<file path="config.mk">
export PLATFORM = sky130hd
export DESIGN_NAME = serializer
export DESIGN_NICKNAME = d
export VERILOG_FILES = /design/src/rtl/serializer_pkg.sv /design/src/rtl/serializer.sv
export SDC_FILE = /design/constraint.sdc
export NUM_CORES = 1
export LEC_CHECK = 0
export ABC_AREA = 1
export CAP_MARGIN = 40
export CORE_ASPECT_RATIO = 1.2
export CORE_UTILIZATION = 35
export CTS_BUF_LIST = sky130_fd_sc_hd__clkbuf_4 sky130_fd_sc_hd__clkbuf_8
export DETAILED_ROUTE_END_ITERATION = 16
export SLEW_MARGIN = 20
export SYNTH_ARGS = -nofsm -noshare
export SYNTH_HDL_FRONTEND = slang
export SYNTH_SLANG_ARGS = --single-unit
</file>
<file path="constraint.sdc">
create_clock -name clk -period 1.4 [get_ports clk]
set_clock_uncertainty 0.05 [all_clocks]
set_input_delay 0.14 -clock clk [delete_from_list [all_inputs] [get_ports clk]]
set_output_delay 0.14 -clock clk [all_outputs]
set_load 0.02 [all_outputs]
</file>
<file path="src/rtl/serializer_pkg.sv">
// Shared types for the parallel-to-serial transmitter.
// The frame FSM walks IDLE -> SHIFT -> LAST -> IDLE.
package serializer_pkg;

  typedef enum logic [1:0] {
    IDLE  = 2'd0,
    SHIFT = 2'd1,
    LAST  = 2'd2
  } state_e;

endpackage

</file>
<file path="src/rtl/serializer.sv">
// MSB-first serializer: one bit per bit_tick, done pulse at frame end.
// Optional even-parity trailer bit when SERIALIZER_PARITY_EN is defined.
module serializer
  import serializer_pkg::*;
#(
  parameter int DATA_W = 8
) (
  input  logic              clk,
  input  logic              rst,
  input  logic [DATA_W-1:0] data_in,
  input  logic              data_valid,
  output logic              data_ready,
  input  logic              bit_tick,
  output logic              serial_out,
  output logic              bit_valid,
  output logic              busy,
  output logic              done
);

`ifdef SERIALIZER_PARITY_EN
  localparam int NBITS = DATA_W + 1;
`else
  localparam int NBITS = DATA_W;
`endif
  localparam int CW = $clog2(NBITS + 1);
  localparam logic [CW-1:0] CNT_LAST = CW'(NBITS - 1);

  state_e            state_q, state_d;
  logic [DATA_W-1:0] shift_q, shift_d;
  logic [CW-1:0]     cnt_q, cnt_d;
  logic              serial_q, serial_d;
  logic              bv_q, bv_d;
  logic              done_q, done_d;
  logic              fill;

`ifdef SERIALIZER_PARITY_EN
  logic par_q, par_d;
  // Parity is shifted in from the bottom, so it reaches the MSB last.
  assign fill = par_q;
`else
  assign fill = 1'b0;
`endif

  // Next-state and datapath: capture in IDLE, shift on tick, pulse done.
  always_comb begin
    state_d  = state_q;
    shift_d  = shift_q;
    cnt_d    = cnt_q;
    serial_d = serial_q;
    bv_d     = 1'b0;
    done_d   = 1'b0;
`ifdef SERIALIZER_PARITY_EN
    par_d    = par_q;
`endif
    unique case (state_q)
      IDLE: begin
        if (data_valid) begin
          shift_d = data_in;
          cnt_d   = '0;
`ifdef SERIALIZER_PARITY_EN
          par_d   = ^data_in;
`endif
          state_d = SHIFT;
        end
      end
      SHIFT: begin
        if (bit_tick) begin
          serial_d = shift_q[DATA_W-1];
          bv_d     = 1'b1;
          shift_d  = {shift_q[DATA_W-2:0], fill};
          cnt_d    = cnt_q + 1'b1;
          if (cnt_q == CNT_LAST) state_d = LAST;
        end
      end
      LAST: begin
        done_d  = 1'b1;
        state_d = IDLE;
      end
      default: state_d = IDLE;
    endcase
  end

  // State and datapath registers with synchronous reset.
  always_ff @(posedge clk) begin
    if (rst) begin
      state_q  <= IDLE;
      shift_q  <= '0;
      cnt_q    <= '0;
      serial_q <= 1'b0;
      bv_q     <= 1'b0;
      done_q   <= 1'b0;
`ifdef SERIALIZER_PARITY_EN
      par_q    <= 1'b0;
`endif
    end else begin
      state_q  <= state_d;
      shift_q  <= shift_d;
      cnt_q    <= cnt_d;
      serial_q <= serial_d;
      bv_q     <= bv_d;
      done_q   <= done_d;
`ifdef SERIALIZER_PARITY_EN
      par_q    <= par_d;
`endif
    end
  end

  assign data_ready = (state_q == IDLE);
  assign busy       = (state_q != IDLE);
  assign serial_out = serial_q;
  assign bit_valid  = bv_q;
  assign done       = done_q;

endmodule

</file>
# [After elaboration in Yosys (flattened, before gate mapping)]
# Index checks and enable logic that the tools add are counted.
[classes] eq_ne=6 n_reduce_logical=7 n_bitwise=1 mux=12 add_sub_neg=1
[ops] operator="$mux 8" n=2
[ops] operator="$pmux 8 s2" n=1
[ops] operator="$mux 4" n=2
[ops] operator="$pmux 4 s2" n=1
[ops] operator="$mux 2" n=3
[ops] operator="$ne 2x2->1 const B" n=3
[ops] operator="$reduce_and 3->1" n=2
[ops] operator="$add 4x1->4 const B" n=1
[ops] operator="$eq 4x3->1 const B" n=1
[ops] operator="$pmux 2 s2" n=1
[ops] operator="$reduce_bool 2->1" n=2
[ops] operator="$eq 2x1->1 const B" n=1
[ops] operator="$eq 2x2->1 const B" n=1
[ops] operator="$logic_not 2->1" n=1
[ops] operator="$mux 1" n=2
[ops] operator="$reduce_and 2->1" n=1
[ops] operator="$reduce_or 2->1" n=1
[ops] operator="$not 1->1" n=1
[totals] reg_bits=17 input_bits=12 out_inout_bits=5

# [Depth between registers and ports, before layout]
# Gate-level depths: netlist (run 1).
[depth] depth_word=4 depth_mapped=6

# [Worst setup path after synthesis (run 1)]
# Ideal clock, no wire load.
[synth_timing] path_kind="flip-flop to flip-flop" start="reg state_q[0]" end="reg cnt_q[3]" setup_ps=64 n_path_buf=1 stages_incl_launch_ff=7 synth_period_minus_slack_ps=1182 arrival_time_ps=1068 setup_slack_ps=218 path_cell_list="dfxtp_1 -> nor2_2 -> nand2_1 -> nand2_2 -> buf_6 -> a21oi_1 -> nor2_1"
[synth_between] elab_chain_len=3 word_cells_on_any_way=7
[synth_rtl] element="from (decl)" line="serializer.sv:28" text="state_e state_q, state_d;"
[synth_rtl] element="from (signal assigned)" line="serializer.sv:96" text="state_q <= state_d;"
[synth_rtl] element="$logic_not 2->1 *"
[synth_rtl] element="via data_ready" line="serializer.sv:12" text="output logic data_ready,"
[synth_rtl] element="$ne 2x2->1 (no source line) or $reduce_bool 2->1 (tied branches)"
[synth_rtl] element="$reduce_and 3->1 (no source line)"
[synth_rtl] element="to (signal assigned)" line="serializer.sv:98" text="cnt_q <= cnt_d;"
[synth_rtl] element="to (decl)" line="serializer.sv:30" text="logic [CW-1:0] cnt_q, cnt_d;"
# The timed path passes the listed nets; every way through them passes the cells marked *.
# A chain may end at the register's enable or synchronous reset.

# [Final worst setup path (run 1)]
[layout_timing] start="reg state_q[1]" end="out busy"
[layout_between] elab_chain_len=1
[layout_rtl] element="$reduce_bool 2->1" line="serializer.sv:109" text="assign busy = (state_q != IDLE);"
[layout_rtl] element="to (decl)" line="serializer.sv:16" text="output logic busy,"
# No other way between the ends.

==> results of run 1 <==
[state kept, by name, summed over array words and instances (netlist names)]
register    count
shift_q         8
cnt_q           4
state_q         2
bit_valid       1
done            1
serial_out      1
[kinds of logic after synthesis]
logic type	count (synthesis)	share of synthesized area [%]
AOI/OAI and AO/OA	13	8.61
adders and majority gates	1	1.66
buffers and inverters	13	7.78
DFF	17	45.0
and+or+nand+nor	66	36.9
[final cells by class]
type                            instances  area [um2]  area share (%)
Tap cell                               30        37.5            3.74
Multi-Input combinational cell         80         359            35.7
Timing Repair Buffer                   21         199            19.8
Clock buffer                            4        30.0            2.99
Inverter                               10        37.5            3.74
Sequential cell                        17         342            34.0
[worst max-delay path, cell delays in order, from the launching register on]
cell and delay [ps]:
sky130_fd_sc_hd__dfxtp_1 370, sky130_fd_sc_hd__inv_2 80, sky130_fd_sc_hd__nand2_1 60, sky130_fd_sc_hd__dlygate4sd2_1 320
[cell usage in the layout, fill, tap and decap left out, types with 2 or more instances in the layout]
cell | synthesis | routed
sky130_fd_sc_hd__o21ai_1 | 8 | 8
sky130_fd_sc_hd__nand3_1 | 10 | 10
sky130_fd_sc_hd__a21oi_1 | 4 | 4
sky130_fd_sc_hd__clkdlybuf4s50_1 | 0 | 11
sky130_fd_sc_hd__clkbuf_4 | 0 | 4
sky130_fd_sc_hd__dlygate4sd2_1 | 0 | 3
sky130_fd_sc_hd__inv_1 | 9 | 8
sky130_fd_sc_hd__nor2_1 | 22 | 22
sky130_fd_sc_hd__dlymetal6s2s_1 | 0 | 2
sky130_fd_sc_hd__buf_4 | 0 | 5
sky130_fd_sc_hd__nand2_2 | 1 | 2
sky130_fd_sc_hd__nor3_1 | 2 | 2
sky130_fd_sc_hd__nand2_1 | 27 | 26
sky130_fd_sc_hd__dfxtp_1 | 17 | 16
sky130_fd_sc_hd__inv_2 | 1 | 2
[per-layer routing]
metal	wire (um)	vias to the layer above	share of wire, %
met5	0	-	0
met4	34	0	2.1
met3	51	5	3.2
met2	709	16	45
met1	795	316	50
li1	-	396	-
[how the worst min path moves through the flow]
stage / endpoint / slack (ps)
after floorplan: serial_out / 160
after global placement: shift_q[0] / 400
after detailed placement: shift_q[0] / 410
after CTS: shift_q[0] / 390
after global routing: shift_q[0] / 400
final: shift_q[0] / 380
[per-stage QoR]
step	std cells	setup slack [ps]	hold slack (ps)
detailed placement	158	6.43	411
global placement	158	57.4	401
CTS	162	16.5	392
floorplan	110	218	159
finish	162	98.4	380
global route	162	39.2	403
[timing repair]
action / CTS / global route
setup endpoints to repair: 3 / 9
endpoints found under the hold margin: 0 / 0
resized for setup: 3 / 5
[power groups by stage]
stage	Clock, uW	Sequential (uW)	Combinational (uW)
floorplan	0	542	111
CTS	287	533	184
global route	316	537	206
detailed placement	0	544	187
finish	283	534	183
global placement	0	546	183
==> insert_results.sql, run 1 <==
INSERT INTO impl_metrics (metric_group, metric, value, unit) VALUES
('clock_tree', 'cts_made_buffers', '3', ''),
('clock_tree', 'tritoncts', 'done', ''),
('clock_tree', 'clock_sinks', '17', ''),
('critical_path', 'critical_path_launch_point_type', 'flip-flop', ''),
('synthesis', 'ys_async_sr_fraction', '0', '%'),
('power_and_ir_drop', 'total_leakage_power', '0.000502', 'uW'),
('power_and_ir_drop', 'p_seq_share', '53.4', '%'),
('run', 'timing.max_cap.violations', '0', ''),
('route', 'detail_route.drc_violations', '0', ''),
('timing', 'setup-violations-final', '0', ''),
('final_layout', 'nets', '146', ''),
('power_and_ir_drop', 'power.ir.vdd_worst', '0.000490', 'V'),
('critical_path', 'worst_setup_path_class', 'reg -> out', ''),
('route', 'ant_nets', '0', ''),
('route', 'wl_per_cell', '9.83', 'um'),
('timing', 'final_max_slew_viol_count', '0', ''),
('grt', 'grt_pass1_vias', '639', ''),
('synthesis', 'synth.avg_cell_area', '6.87', 'um2'),
('power_and_ir_drop', 'power.share.combinational', '18.3', '%'),
('timing', 'setup_repair_after_global_routing_missed_its_margin', 'no', ''),
('critical_path', 'cp.arrival', '1110', 'ps'),
('synthesis', 'yosysWarningCount', '0', ''),
('timing', 'timing.final.crit_share', '93.0', '%'),
('grt', 'global_route.usage.met3', '3.41', '%'),
('placed_design', 'gp_routability_congestion', '0.762', ''),
('clock_tree', 'postCtsSetupRepairBufs', '0', ''),
('synthesis', 'syn-cell-area', '756', 'um2'),
('grt', 'grt_antenna_before_repair', '0', ''),
('clock_tree', 'clock_pin_slew_on_the_worst_setup_and_hold_paths', '100', 'ps'),
('route', 'detail_route.wirelength', '1590', 'um'),
('final_layout', 'layout.cell_area.non_filler', '1000', 'um2'),
('route', 'detailedRoute.firstIterationViolations', '9', ''),
('clock_tree', 'clock_latency_at_the_later_pin_of_the_worst_skew_pair', '290', 'ps'),
('synthesis', 'post_synth_most_frequent_cells', 'sky130_fd_sc_hd__nand2_1, sky130_fd_sc_hd__nor2_1, sky130_fd_sc_hd__dfxtp_1', ''),
('final_layout', 'fillCellCount', '215', ''),
('critical_path', 'worst_r2r_startpoint', 'state_q[1]', ''),
('timing', 'finalHoldViolations', '0', ''),
('power_and_ir_drop', 'netSwitchingPower', '271', 'uW'),
('synthesis', 'yosys_cell_types', '18', ''),
('grt', 'met1_usage', '20.3', '%'),
('synthesis', 'leading_cell_types_by_total_area_after_synthesis', 'sky130_fd_sc_hd__dfxtp_1, sky130_fd_sc_hd__nand2_1, sky130_fd_sc_hd__nor2_1', ''),
('synthesis', 'postSynthNetCount', '123', ''),
('power_and_ir_drop', 'p_int', '729', 'uW'),
('clock_tree', 'ctsRootBufferMaster', 'sky130_fd_sc_hd__clkbuf_4', ''),
('grt', 'globalRouteTotalUtil', '15.9', '%'),
('timing', 'slew-limit-headroom', '82.5', '%'),
('floorplan', 'die_w', '44.4', 'um'),
('synthesis', 'synth_top_area_share', '45.0', '%'),
('floorplan', 'core-area', '2050', 'um2'),
('final_layout', 'drive_gt1_share', '12.1', '%'),
('floorplan', 'boundaryPins', '17', ''),
('grt', 'grt-busiest-layer', 'met2', ''),
('power_and_ir_drop', 'power_density', '996', 'nW/um2'),
('clock_tree', 'cts_htree_levels', '1', ''),
('grt', 'global_route.overflow_total', '0', ''),
('critical_path', 'reg2reg_depth', '6', ''),
('status', 'outcome', 'finished, final reports clean', ''),
('grt', 'global_route_wire_length_before_repair', '2680', 'um'),
('synthesis', 'postSynthRegisterBits', '17', ''),
('synthesis', 'synth_seq_area_share', '45.0', '%'),
('critical_path', 'endpoint', 'busy', ''),
('placed_design', 'postPlaceCellArea', '970', 'um2'),
('floorplan', 'core.rowCount', '18', ''),
('route', 'route.detailed.vias_per_inst', '4.52', ''),
('route', 'route.vias.total', '733', ''),
('floorplan', 'start_util', '36.9', '%'),
('critical_path', 'crit-reg2reg-capture', 'shift_q[3]', ''),
('clock_tree', 'cts_hold_buffers', '0', ''),
('floorplan', 'die_area', '2350', 'um2'),
('power_and_ir_drop', 'post-layout-total-power', '1000', 'uW'),
('final_layout', 'antenna_cells_inserted', '0', '');
Power figures use the tool's default switching activity.
==> run 2, diff against run 1 <==
--- a/config.mk
+++ b/config.mk
@@ -8,10 +8,11 @@
 export ABC_AREA = 1
 export CAP_MARGIN = 40
 export CORE_ASPECT_RATIO = 1.2
-export CORE_UTILIZATION = 35
+export CORE_UTILIZATION = 40
 export CTS_BUF_LIST = sky130_fd_sc_hd__clkbuf_4 sky130_fd_sc_hd__clkbuf_8
 export DETAILED_ROUTE_END_ITERATION = 16
-export SLEW_MARGIN = 20
+export PLACE_DENSITY = 0.66
+export SLEW_MARGIN = 15
 export SYNTH_ARGS = -nofsm -noshare
 export SYNTH_HDL_FRONTEND = slang
 export SYNTH_SLANG_ARGS = --single-unit
==> insert_results.sql, run 2 (same netlist as run 1, synthesis figures left out) <==
INSERT INTO impl_metrics (metric_group, metric, value, unit) VALUES
('floorplan', 'die_height', '49.6', 'um'),
('grt', 'grt_antenna_before_repair', '0', ''),
('critical_path', 'reg2reg_slack', '110', 'ps'),
('hold_path', 'hold_path.startpoint', 'data_in[0]', ''),
('clock_tree', 'cts_made_buffers', '3', ''),
('critical_path', 'worst_r2r_startpoint', 'state_q[0]', ''),
('route', 'wl_met3', '46', 'um'),
('floorplan', 'boundaryPins', '17', ''),
('route', 'detail_route.drc_violations', '0', ''),
('power_and_ir_drop', 'power.switching_fraction', '26.2', '%'),
('critical_path', 'cp.arrival', '1100', 'ps'),
('placed_design', 'post-dp-hpwl', '1240', 'um'),
('timing', 'timing_worst_slew_pin_value', '273', 'ps'),
('power_and_ir_drop', 'power.share.combinational', '19.5', '%'),
('timing', 'setup_repair_after_global_routing_missed_its_margin', 'no', ''),
('final_layout', 'nets', '148', ''),
('power_and_ir_drop', 'share_clk_of_total_power', '27.1', '%'),
('timing', 'slew-limit-headroom', '81.8', '%'),
('route', 'ant_nets', '0', ''),
('critical_path', 'crit_required', '1210', 'ps'),
('clock_tree', 'cts_hold_buffers', '0', ''),
('floorplan', 'start_util', '44.4', '%'),
('critical_path', 'critical_path.cell_chain', 'inv_2 -> nand2_1 -> dlygate4sd2_1', ''),
('grt', 'globalRouteTotalUtil', '17.4', '%'),
('timing', 'holdWs', '405', 'ps'),
('placed_design', 'postPlaceCellArea', '970', 'um2'),
('status', 'outcome', 'finished, final reports clean', ''),
('power_and_ir_drop', 'total_leakage_power', '0.000513', 'uW'),
('clock_tree', 'clock_sinks', '17', ''),
('clock_tree', 'clock_pin_slew_on_the_worst_setup_and_hold_paths', '90', 'ps'),
('floorplan', 'core-area', '1700', 'um2'),
('grt', 'largest_net_degree_at_the_start_of_global_routing', '12', ''),
('route', 'wl_met2', '811', 'um'),
('run', 'timing.max_cap.violations', '0', ''),
('final_layout', 'area_growth', '33.4', '%'),
('hold_path', 'min_delay_path_depth', '3', ''),
('critical_path', 'critical_path_launch_point_type', 'flip-flop', ''),
('hold_path', 'whs_endpoint', 'shift_q[0]', ''),
('power_and_ir_drop', 'p_int', '735', 'uW'),
('floorplan', 'die_area', '2070', 'um2'),
('critical_path', 'critical-path-max-stage-delay', '360', 'ps'),
('final_layout', 'drive_gt1_share', '12.7', '%'),
('power_and_ir_drop', 'netSwitchingPower', '261', 'uW'),
('timing', 'clock.fmax', '773', 'MHz'),
('final_layout', 'final_cell_mix', 'sky130_fd_sc_hd__nand2_1, sky130_fd_sc_hd__nor2_1, sky130_fd_sc_hd__dfxtp_1', ''),
('route', 'detail_route.wirelength', '1610', 'um'),
('route', 'detailedRoute.firstIterationViolations', '9', ''),
('route', 'wl_per_cell', '10.6', 'um'),
('route', 'topRoutingLayerUsed', 'met4', ''),
('power_and_ir_drop', 'post-layout-total-power', '996', 'uW'),
('critical_path', 'worst_setup_path_class', 'reg -> out', ''),
('clock_tree', 'ctsRootBufferMaster', 'sky130_fd_sc_hd__clkbuf_4', ''),
('route', 'route.detailed.vias_per_inst', '4.94', ''),
('placed_design', 'portBuffers', '16', ''),
('floorplan', 'die_w', '41.7', 'um'),
('final_layout', 'flip_flop_count_of_the_largest_register_all_copies_and_words_added', '8', ''),
('final_layout', 'layout.cell_area.non_filler', '1010', 'um2'),
('critical_path', 'crit-reg2reg-capture', 'cnt_q[0]', ''),
('power_and_ir_drop', 'p_seq_share', '53.4', '%'),
('timing', 'final_max_slew_viol_count', '0', ''),
('critical_path', 'timing.critical_path.max_delay_family', 'buffers and inverters', ''),
('final_layout', 'final_core_util', '59.3', '%'),
('route', 'drt_pass1_iterations', '5', ''),
('clock_tree', 'clock_latency_at_the_later_pin_of_the_worst_skew_pair', '270', 'ps'),
('power_and_ir_drop', 'power.ir.vdd_worst', '0.000553', 'V'),
('grt', 'global_route_wire_length_before_repair', '2890', 'um'),
('critical_path', 'timing.critical_path.to_type', 'output pin', ''),
('timing', 'timing.final.crit_share', '92.4', '%'),
('critical_path', 'slowest_stage', 'sky130_fd_sc_hd__dfxtp_1', ''),
('final_layout', 'largestRegisters', 'shift_q (8), cnt_q (4), state_q (2)', ''),
('critical_path', 'reg2reg_depth', '6', ''),
('placed_design', 'gp_routability_congestion', '0.814', ''),
('final_layout', 'fillCellCount', '155', ''),
('hold_path', 'worstHoldPathType', 'in -> reg', ''),
('floorplan', 'core.rowCount', '16', ''),
('critical_path', 'crit_path_max_fanout', '6', ''),
('power_and_ir_drop', 'power_density', '987', 'nW/um2'),
('final_layout', 'final_common_cell', 'sky130_fd_sc_hd__nand2_1', ''),
('clock_tree', 'clock_tree.buffer_depth', '2', ''),
('timing', 'finalCriticalPeriod', '1290', 'ps'),
('critical_path', 'buffer_and_inverter_count_on_the_worst_path', '2', ''),
('final_layout', 'antenna_cells_inserted', '0', ''),
('clock_tree', 'tritoncts', 'done', ''),
('grt', 'global_route.overflow_total', '0', ''),
('route', 'wl_met1', '739', 'um'),
('timing', 'fin_tns_setup', '0', 'ps'),
('clock_tree', 'postCtsSetupRepairBufs', '0', ''),
('route', 'route.vias.total', '751', ''),
('timing', 'finalHoldViolations', '0', ''),
('clock_tree', 'cts_htree_levels', '1', ''),
('final_layout', 'regMostFlops', 'shift_q', ''),
('grt', 'grt_pass1_vias', '688', ''),
('timing', 'setup-violations-final', '0', '');
-- run 2: how the worst max path moves through the flow --
stage	start	to	slack [ps]	depth (start not counted)
final	state_q[1]	busy	110	3
after global routing	state_q[0]	cnt_q[0]	7	6
after CTS	bit_valid	bit_valid	20	1
after detailed placement	bit_tick	shift_q[6]	60	6
after global placement	bit_tick	cnt_q[0]	80	6
after floorplan	state_q[0]	cnt_q[3]	220	6
-- run 2: power groups by stage --
stage	registers [uW]	clock network (uW)	logic (uW)
after floorplan	542	0	111
after global placement	542	0	193
after detailed placement	542	0	195
after CTS	532	280	192
after global routing	536	302	220
final	532	270	194
-- run 2: layout make-up --
| cell class | count | area (um2) | share of cell area [%] |
|---|---|---|---|
| multi-input cells | 80 | 364 | 36.1 |
| flip-flops and latches | 17 | 340 | 33.7 |
| repair buffers | 23 | 214 | 21.2 |
| inverters | 10 | 37.5 | 3.72 |
| clock buffers | 4 | 30.0 | 2.98 |
| well taps | 18 | 22.5 | 2.23 |
-- run 2: timing repair --
| action | in CTS | in global routing |
|---|---|---|
| endpoints found under the setup margin | 3 | 7 |
| pin swaps | 0 | 0 |
| gates resized for setup | 3 | 5 |
| endpoints found under the hold margin | 0 | 0 |
-- run 2: per-layer routing --
layer | track usage [%] | vias up
met3 | 2.20 | 2
met4 | 4.84 | 0
met1 | 22.3 | 343
met2 | 30.2 | 11
li1 | - | 395
met5 | 0 | -
-- run 2: metrics by stage --
stage | setup slack [ps] | std cells
floorplan | 218 | 110
CTS | 19.2 | 152
global placement | 84.8 | 148
detailed placement | 63.3 | 148
finish | 107 | 152
global route | 6.79 | 152
-- run 2: tightest hold or removal path, cell delays in order --
cell and delay (ps):
sky130_fd_sc_hd__clkdlybuf4s50_1 400, sky130_fd_sc_hd__nand3_1 80, sky130_fd_sc_hd__o21ai_1 60
